**src/rtl/pixel_stream_loader.sv**
```systemverilog
// Byte-stream front end for the WS2812 pixel RAM: frames R,G,B byte triplets into pixels,
// scales them by a global brightness and writes them to sequential LED addresses.
module pixel_stream_loader #(
  parameter int LED_COUNT  = 60,
  parameter int ADDR_WIDTH = 9
) (
  input  logic                  pixel_clk_i,
  input  logic                  rst_n_i,
  input  logic [7:0]            byte_i,
  input  logic                  byte_valid_i,
  output logic                  byte_ready_o,
  input  logic                  sof_i,
  input  logic [7:0]            brightness_i,
  output logic [7:0]            pixel_r_o,
  output logic [7:0]            pixel_g_o,
  output logic [7:0]            pixel_b_o,
  output logic [ADDR_WIDTH-1:0] led_address_o,
  output logic                  led_address_valid_o,
  output logic                  frame_done_o,
  output logic                  overflow_o,
  output logic                  sync_err_o
);

  // The index needs one extra bit so it can saturate at LED_COUNT.
  localparam int IDX_W = ADDR_WIDTH + 1;
  localparam logic [IDX_W-1:0] IDX_LIMIT = IDX_W'(LED_COUNT);
  localparam logic [IDX_W-1:0] IDX_LAST  = IDX_W'(LED_COUNT - 1);

  typedef enum logic [1:0] {
    PH_R = 2'd0,
    PH_G = 2'd1,
    PH_B = 2'd2
  } phase_e;

  // Handshake: a byte is taken on every edge where byte_valid_i && byte_ready_o;
  // ready rises on the first edge after reset release and never drops again.
  logic                  ready_q;
  logic                  accept;

  phase_e                phase_q, phase_d;
  logic                  synced_q, synced_d;
  logic [7:0]            red_q, red_d;
  logic [7:0]            green_q, green_d;
  logic [IDX_W-1:0]      index_q, index_d;
  logic                  overflow_q, overflow_d;
  logic                  sync_err_q, sync_err_d;
  logic                  launch;

  logic                  s0_valid_q;
  logic [7:0]            s0_r_q, s0_g_q, s0_b_q, s0_bright_q;
  logic [ADDR_WIDTH-1:0] s0_addr_q;
  logic                  s0_last_q;

  logic                  s1_valid_q;
  logic [15:0]           s1_r_q, s1_g_q, s1_b_q;
  logic [ADDR_WIDTH-1:0] s1_addr_q;
  logic                  s1_last_q;

  logic                  out_valid_q, out_done_q;
  logic [7:0]            out_r_q, out_g_q, out_b_q;
  logic [ADDR_WIDTH-1:0] out_addr_q;

  function automatic logic [15:0] scale(input logic [7:0] c, input logic [7:0] br);
    return {8'd0, c} * ({8'd0, br} + 16'd1);
  endfunction

  assign accept = byte_valid_i && ready_q;

  always_comb begin
    phase_d    = phase_q;
    synced_d   = synced_q;
    red_d      = red_q;
    green_d    = green_q;
    index_d    = index_q;
    overflow_d = overflow_q;
    sync_err_d = 1'b0;
    launch     = 1'b0;
    if (accept) begin
      if (sof_i) begin
        // A start-of-frame byte is always the red byte of LED 0, even mid-pixel.
        sync_err_d = synced_q && (phase_q != PH_R);
        synced_d   = 1'b1;
        phase_d    = PH_G;
        red_d      = byte_i;
        index_d    = '0;
        overflow_d = 1'b0;
      end else if (synced_q) begin
        case (phase_q)
          PH_R: begin
            red_d   = byte_i;
            phase_d = PH_G;
          end
          PH_G: begin
            green_d = byte_i;
            phase_d = PH_B;
          end
          PH_B: begin
            phase_d = PH_R;
            if (index_q < IDX_LIMIT) begin
              launch  = 1'b1;
              index_d = index_q + IDX_W'(1);
            end else begin
              overflow_d = 1'b1;
            end
          end
          default: phase_d = PH_R;
        endcase
      end
    end
  end

  always_ff @(posedge pixel_clk_i or negedge rst_n_i) begin
    if (!rst_n_i) begin
      ready_q    <= 1'b0;
      phase_q    <= PH_R;
      synced_q   <= 1'b0;
      red_q      <= '0;
      green_q    <= '0;
      index_q    <= '0;
      overflow_q <= 1'b0;
      sync_err_q <= 1'b0;
    end else begin
      ready_q    <= 1'b1;
      phase_q    <= phase_d;
      synced_q   <= synced_d;
      red_q      <= red_d;
      green_q    <= green_d;
      index_q    <= index_d;
      overflow_q <= overflow_d;
      sync_err_q <= sync_err_d;
    end
  end

  // Launch register captures the completed pixel and the brightness seen with its blue byte.
  always_ff @(posedge pixel_clk_i or negedge rst_n_i) begin
    if (!rst_n_i) begin
      s0_valid_q  <= 1'b0;
      s0_r_q      <= '0;
      s0_g_q      <= '0;
      s0_b_q      <= '0;
      s0_bright_q <= '0;
      s0_addr_q   <= '0;
      s0_last_q   <= 1'b0;
    end else begin
      s0_valid_q <= launch;
      if (launch) begin
        s0_r_q      <= red_q;
        s0_g_q      <= green_q;
        s0_b_q      <= byte_i;
        s0_bright_q <= brightness_i;
        s0_addr_q   <= index_q[ADDR_WIDTH-1:0];
        s0_last_q   <= (index_q == IDX_LAST);
      end
    end
  end

  always_ff @(posedge pixel_clk_i or negedge rst_n_i) begin
    if (!rst_n_i) begin
      s1_valid_q <= 1'b0;
      s1_r_q     <= '0;
      s1_g_q     <= '0;
      s1_b_q     <= '0;
      s1_addr_q  <= '0;
      s1_last_q  <= 1'b0;
    end else begin
      s1_valid_q <= s0_valid_q;
      if (s0_valid_q) begin
        s1_r_q    <= scale(s0_r_q, s0_bright_q);
        s1_g_q    <= scale(s0_g_q, s0_bright_q);
        s1_b_q    <= scale(s0_b_q, s0_bright_q);
        s1_addr_q <= s0_addr_q;
        s1_last_q <= s0_last_q;
      end
    end
  end

  // Output register: data holds between strobes, truncating the product without rounding.
  always_ff @(posedge pixel_clk_i or negedge rst_n_i) begin
    if (!rst_n_i) begin
      out_valid_q <= 1'b0;
      out_done_q  <= 1'b0;
      out_r_q     <= '0;
      out_g_q     <= '0;
      out_b_q     <= '0;
      out_addr_q  <= '0;
    end else begin
      out_valid_q <= s1_valid_q;
      out_done_q  <= s1_valid_q && s1_last_q;
      if (s1_valid_q) begin
        out_r_q    <= s1_r_q[15:8];
        out_g_q    <= s1_g_q[15:8];
        out_b_q    <= s1_b_q[15:8];
        out_addr_q <= s1_addr_q;
      end
    end
  end

  assign byte_ready_o        = ready_q;
  assign pixel_r_o           = out_r_q;
  assign pixel_g_o           = out_g_q;
  assign pixel_b_o           = out_b_q;
  assign led_address_o       = out_addr_q;
  assign led_address_valid_o = out_valid_q;
  assign frame_done_o        = out_done_q;
  assign overflow_o          = overflow_q;
  assign sync_err_o          = sync_err_q;

endmodule

```
**config.mk**
```make
export PLATFORM = sky130hd
export DESIGN_NAME = pixel_stream_loader
export DESIGN_NICKNAME = d
export VERILOG_FILES = /design/src/rtl/pixel_stream_loader.sv
export SDC_FILE = /design/constraint.sdc
export NUM_CORES = 1
export LEC_CHECK = 0
export CELL_PAD_IN_SITES_DETAIL_PLACEMENT = 0
export CELL_PAD_IN_SITES_GLOBAL_PLACEMENT = 1
export CORE_MARGIN = 3
export CORE_UTILIZATION = 45
export DETAILED_ROUTE_END_ITERATION = 7
export HOLD_SLACK_MARGIN = 0.08
export PLACE_DENSITY_LB_ADDON = 0.1
export RECOVER_POWER = 25
export SLEW_MARGIN = 30
export SYNTH_ARGS = -nofsm -noshare
export SYNTH_HDL_FRONTEND = slang
export SYNTH_SLANG_ARGS = --single-unit
```
**constraint.sdc**
```tcl
create_clock -name pixel_clk_i -period 5.4 [get_ports pixel_clk_i]
set_clock_uncertainty 0.15 [all_clocks]
set_input_delay 0.54 -clock pixel_clk_i [delete_from_list [all_inputs] [get_ports pixel_clk_i]]
set_output_delay 0.54 -clock pixel_clk_i [all_outputs]
set_load 0.005 [all_outputs]
```
After elaboration in Yosys (flattened, before gate mapping):

Index checks and enable logic that the tools add are counted.

* register bits after elaboration: 169
* input bits: 20
* word-level logic and storage cells: 74

* add/subtract/negate cells: 2
* $mul: 3
* magnitude comparators: 1
* equal/unequal tests: 4
* muxes and demuxes: 21
* bitwise gates (word level): 1
* reductions and logical operators: 15

Operator list (count)
* 2-to-1 mux 10 bit: 4
* multiplier 8 x 16 -> 16 bit: 2
* 2-to-1 mux 8 bit: 3
* multiplier 8 x 9 -> 16 bit: 1
* AND reduction 4 bit: 3
* 2-to-1 mux 1 bit: 11
* adder 10 x 1 -> 10 bit, second input constant: 1
* == test 10 x 6 -> 1 bit, second input constant: 1
* < comparator 10 x 6 -> 1 bit, second input constant: 1
* nonzero test 2 bit: 5
* adder 8 x 1 -> 9 bit, second input constant: 1
* 2-to-1 mux 2 bit: 2
* case mux 2 bit (2 select lines): 1
* AND reduction 2 bit: 2
* logical AND 1 bit: 3
* AND reduction 3 bit: 1
* == test 2 x 1 -> 1 bit, second input constant: 1
* == test 2 bit, second input constant: 1
* logical NOT 2 bit: 1
* != test 2 bit, second input constant: 1
* inverter 1 bit: 1

Logic depth before layout (Yosys ltp):

* word-level depth: 6
* gate-level depth with buffers: 20

Least setup slack after synthesis:

No wires, ideal clock.

* path type: register -> register
* start: register s0_bright_q[0]
* end: register s1_g_q[15]
* setup time: 136 ps
* arrival: 5429 ps
* slack: -315 ps
* cell stages (with the launch flop): 20
* path buffers: 1
* cells stage by stage: dfrtp_1 > ha_1 > nand3_1 > nor2_1 > xor2_1 > clkbuf_1 > and2_1 > fa_1 > fa_1 > fa_1 > inv_1 > fa_1 > inv_1 > ha_1 > a21o_1 > or3_1 > a41o_1 > a311oi_1 > nor4_1 > or3b_2

* longest elaborated chain between the ends: 2

Ends and longest elaborated chain
* start, declared: RTL line 50 `logic [7:0] s0_r_q, s0_g_q, s0_b_q, s0_bright_q;`
* start signal, assigned: RTL line 150 `s0_bright_q <= brightness_i;`
* adder 8 x 1 -> 9 bit: RTL line 64 `return {8'd0, c} * ({8'd0, br} + 16'd1);`
* multiplier 8 x 16 -> 16 bit: RTL line 64
* end signal, assigned: RTL line 169 `s1_g_q <= scale(s0_g_q, s0_bright_q);`
* end, declared: RTL line 55 `logic [15:0] s1_r_q, s1_g_q, s1_b_q;`

Every way passes these cells.
A chain may end at the register's enable or synchronous reset.

Worst setup path after layout:

* start: register s0_bright_q[1]
* end: register s1_g_q[14]

Same word-level chain as after synthesis.

==> key figures <==
Synthesis
  • Count of different cell masters after synthesis: 54
  • Synthesized cell area: 11,950 sq um
  • Synth Flop Type: dfrtp_1
  • Cells after synthesis: 1,095
  • Syn avg cell area: 10.91 sq um
  • Synth Warn #: 0
  • Seq/Total Area, Yosys: 0.3037
  • Yosys reg bits: 145
  • Synth async-reset ratio: 1.000
  • EDFF count, synth: 0
  • Syn_nets: 1,333

Placement
  • IO Port Bufs: 57
  • DP HPWL: 19.45 mm
  • Post-place setup slack: -184.4 ps
  • Gpl congestion: 0.8050
  • Placed cells: 1,490

Die
  • Initial Utilization: 0.4585
  • Row cnt: 59
  • DIE AREA: 28,540 sq um
  • Core Area: 26,060 sq um
  • I/O Pins: 58
  • Die Wd: 168.9 microns
  • Die span in y: 168.9 microns

Power
  • PD cells: 303.5 nW/um^2
  • Pwr Total: 0.004349 W
  • Switching part of the total power: 0.3754
  • Maximum VDD drop: 0.1838 mV
  • Internal power: 0.002716 W
  • Clock Power Share: 0.272
  • P_leak: 7.412 nW
  • Psw: 0.001633 W
  • Combinational power share: 0.389
  • Sequential Power Share: 0.339

Clock network
  • Worst-case clock buffer depth: 2
  • CTS tree: built
  • Root Driver: clkbuf_16
  • CTS Buf Count: 17
  • Clock Pin Slew Worst Setup and Hold Paths: 70 ps
  • CTS Sinks: 145
  • CTS H-tree depth: 4
  • Clk_lat worst skew: 420 ps

GRT
  • Largest net degree at the start of global routing: 99
  • Vias in the first global route: 8,607
  • Total GRT Usage: 0.1965
  • First-pass GRT wire length: 44.75 mm
  • Grt ovf: 0
  • Initial antenna violation count: 0

Finish
  • Final net count: 1,439
  • Seq. cell area: 3631 sq um
  • Layout cells sized above 1: 0.2257
  • Number of fill cells: 2,298
  • Diodes inserted: 0
  • Layout area overhead: 19.93%
  • Layout Cells excl Fill: 1,549
  • Area of the multi-input gates: 7864 sq um

Worst setup path
  • Max FO, Critical Path: 4
  • CP Capture Type: flip-flop
  • CP most frequent cell: fa_1
  • Worst setup path class: flip-flop to flip-flop
  • Slowest stage delay, CP: 510 ps
  • CP max stage cell: fa_1
  • Worst reg2reg setup slack: -60 ps
  • CP arrival: 5610 ps
  • Crit-path cells: buf_6 > ha_4 > nand3_4 > nor2_4 > xor2_2 > buf_4 > and2_4 > fa_1 > fa_1 > fa_1 > inv_1 > fa_1 > inv_2 > ha_4 > a21o_1 > or3_1 > a41o_1 > a311oi_4 > buf_4 > xnor2_1 > mux2_4
  • Required @ worst endpoint: 5560 ps
  • Startpoint Class: flip-flop

Run status
  • Failing checks: max-capacitance violations, max-slew violations, negative setup slack
  • Status: complete, but fails checks

Drt
  • Overall via count from detail_route: 7,810
  • Wire length per cell: 16.94 microns
  • Routed wire length: 26.25 mm
  • Iteration-0 DRC Markers: 247
  • Number of remaining DRC errors: 0
  • ANT nets after route: 0
  • Vias per cell: 5.042
  • 1st-pass router iterations: 4

STA
  • Fin. Hold Viols: 0
  • Slew Limit Fails: 36
  • RSZ-0062 raised after global routing: yes
  • Setup-failing EPs final: 3
  • Worst-Margin Slew: 2002 ps
  • Fmax: 183.3 MHz
  • Min Hold Slack: 334.3 ps
  • Fin worst setup slack: -56.64 ps
  • Crit path time final: 5457 ps
  • Final Cycle Share: 1.010
  • Relative slew slack: -0.3350

Job
  • Max Cap Violations: 1

Worst hold path
  • Type of the tightest min-delay check: flip-flop to flip-flop
[registers in the layout, summed over array words and instances, names as in the netlist, 9 cells and up]
| name | count |
|---|---|
| index_q | 10 |
| led_address_o | 9 |
| s0_addr_q | 9 |
| s1_addr_q | 9 |
[cells in the mapped netlist (all sizes together) (2+ instances only)]
cell     count  area (sq um)
a2111oi      3         26.28
a211oi       3         27.52
a21o         5         45.04
a21oi       12         60.06
a221o        3         30.03
a31oi        6         37.54
a41o         2         20.02
and2       141         882.1
and3         6         37.54
and4         2         17.52
buf         11         78.82
clkbuf      35         131.4
dfrtp      145          3628
fa         120          2402
ha          98          1226
inv        168         630.6
mux2       111          1378
nand2       81         304.0
nand2b       8         50.05
nand3        8         40.04
nand3b       2         15.01
nand4        3         18.77
nor2        21         78.83
nor2b       16         100.1
nor3         6         30.03
nor4         2         12.51
o2111ai      3         26.28
o211a        2         20.02
o211ai       4         30.03
o21a         2         15.01
o21ai        7         35.03
o2bb2ai      2         17.52
o31ai        3         22.52
or3          2         12.51
or4          3         30.03
xnor2       24         210.2
xor2        13         113.9
[routing by layer]
layer	track usage	vias to the layer above	wire length [microns]
li1	-	3698	-
met1	0.2616	4024	11850
met2	0.3428	65	13590
met3	0.02149	23	420
met4	0.05372	0	382
met5	0	-	0
[final cells by class]
class / instances / share of cell area
well taps: 335 / 0.02925
repair buffers: 133 / 0.08400
multi-input cells: 736 / 0.5488
inverters: 168 / 0.04401
clock inverters: 14 / 0.009867
flip-flops and latches: 145 / 0.2534
clock buffers: 18 / 0.03065
[path summary, 6_finish.rpt]
| check | startpoint | to | cells past startpoint |
|---|---|---|---|
| min | s0_addr_q[6] | s0_addr_q[6] | 1 |
| max in group asynchronous | rst_n_i | s1_addr_q[3] | 3 |
| min reg2reg | s0_addr_q[6] | s0_addr_q[6] | 1 |
| max reg2reg | s0_bright_q[1] | s1_g_q[14] | 21 |
| max | s0_bright_q[1] | s1_g_q[14] | 21 |
| min in group asynchronous | rst_n_i | pixel_g_o[2] | 2 |
[critical path, delay by kind of cell, from the launching register on]
kind            cells  cell delay, ps
xor+xnor            2             240
simple gates        4             620
flops               1             410
mux                 1             250
fa+ha+maj           6            2380
compound gates      3             750
buf+inv             5             570
[kinds of logic (layout without fill, tap and decap cells)]
logic type | count (synthesis) | after routing | share of synthesized area
and+or+nand+nor | 306 | 306 | 0.1407
adders and majority gates | 218 | 218 | 0.3037
buffers and inverters | 214 | 333 | 0.07037
DFF | 145 | 145 | 0.3037
muxes | 111 | 111 | 0.1153
AOI/OAI and AO/OA | 63 | 63 | 0.03875
xor gates and xnor gates | 37 | 37 | 0.02712
other | 1 | 1 | 0.0003139
[stage by stage]
step | utilization | instance area, sq um | setup TNS, ps
2_1_floorplan | - | 12000 | 0
3_3_place_gp | 0.5043 | 13140 | -200.4
3_5_place_dp | 0.5047 | 13150 | -821.9
4_1_cts | 0.5352 | 13950 | -60.36
5_1_grt | 0.5499 | 14330 | -1607
6_report | 0.5499 | 14330 | -87.13
[cell usage in the layout, fill, tap and decap left out, types with 5 or more instances in the layout]
| master | Yosys | layout |
|---|---|---|
| clkbuf_16 | 0 | 17 |
| xnor2_1 | 24 | 21 |
| ha_4 | 0 | 8 |
| nor3_1 | 6 | 5 |
| nor2_1 | 21 | 18 |
| clkdlybuf4s50_1 | 0 | 56 |
| o21ai_0 | 7 | 6 |
| nand2_1 | 81 | 79 |
| nor2b_1 | 16 | 16 |
| nand2b_1 | 8 | 8 |
| buf_6 | 5 | 14 |
| and2_1 | 141 | 139 |
| inv_1 | 168 | 165 |
| fa_1 | 120 | 116 |
| dfrtp_1 | 145 | 143 |
| a31oi_1 | 6 | 5 |
| mux2_2 | 77 | 76 |
| inv_6 | 0 | 7 |
| nand3_1 | 8 | 6 |
| buf_4 | 0 | 59 |
| a21oi_1 | 12 | 10 |
| and3_1 | 6 | 5 |
| xor2_1 | 13 | 10 |
| mux2_4 | 34 | 35 |
| ha_1 | 98 | 89 |
[power groups by stage]
stage | clock network (W) | registers, W | logic [W]
2_1_floorplan | 0 | 0.00135 | 0.00107
5_1_grt | 0.00127 | 0.00151 | 0.00193
4_1_cts | 0.00122 | 0.00147 | 0.00160
6_report | 0.00118 | 0.00147 | 0.00169
3_3_place_gp | 0 | 0.00149 | 0.00151
3_5_place_dp | 0 | 0.00149 | 0.00152
[timing repair]
action	4_1_cts	5_1_grt
hold endpoints to repair	10	0
cloned	1	0
pin swaps	16	32
hold buffers	1	0
setup endpoints to repair	10	17
setup buffers	14	11
resized for setup	24	53
Power figures use the tool's default switching activity.
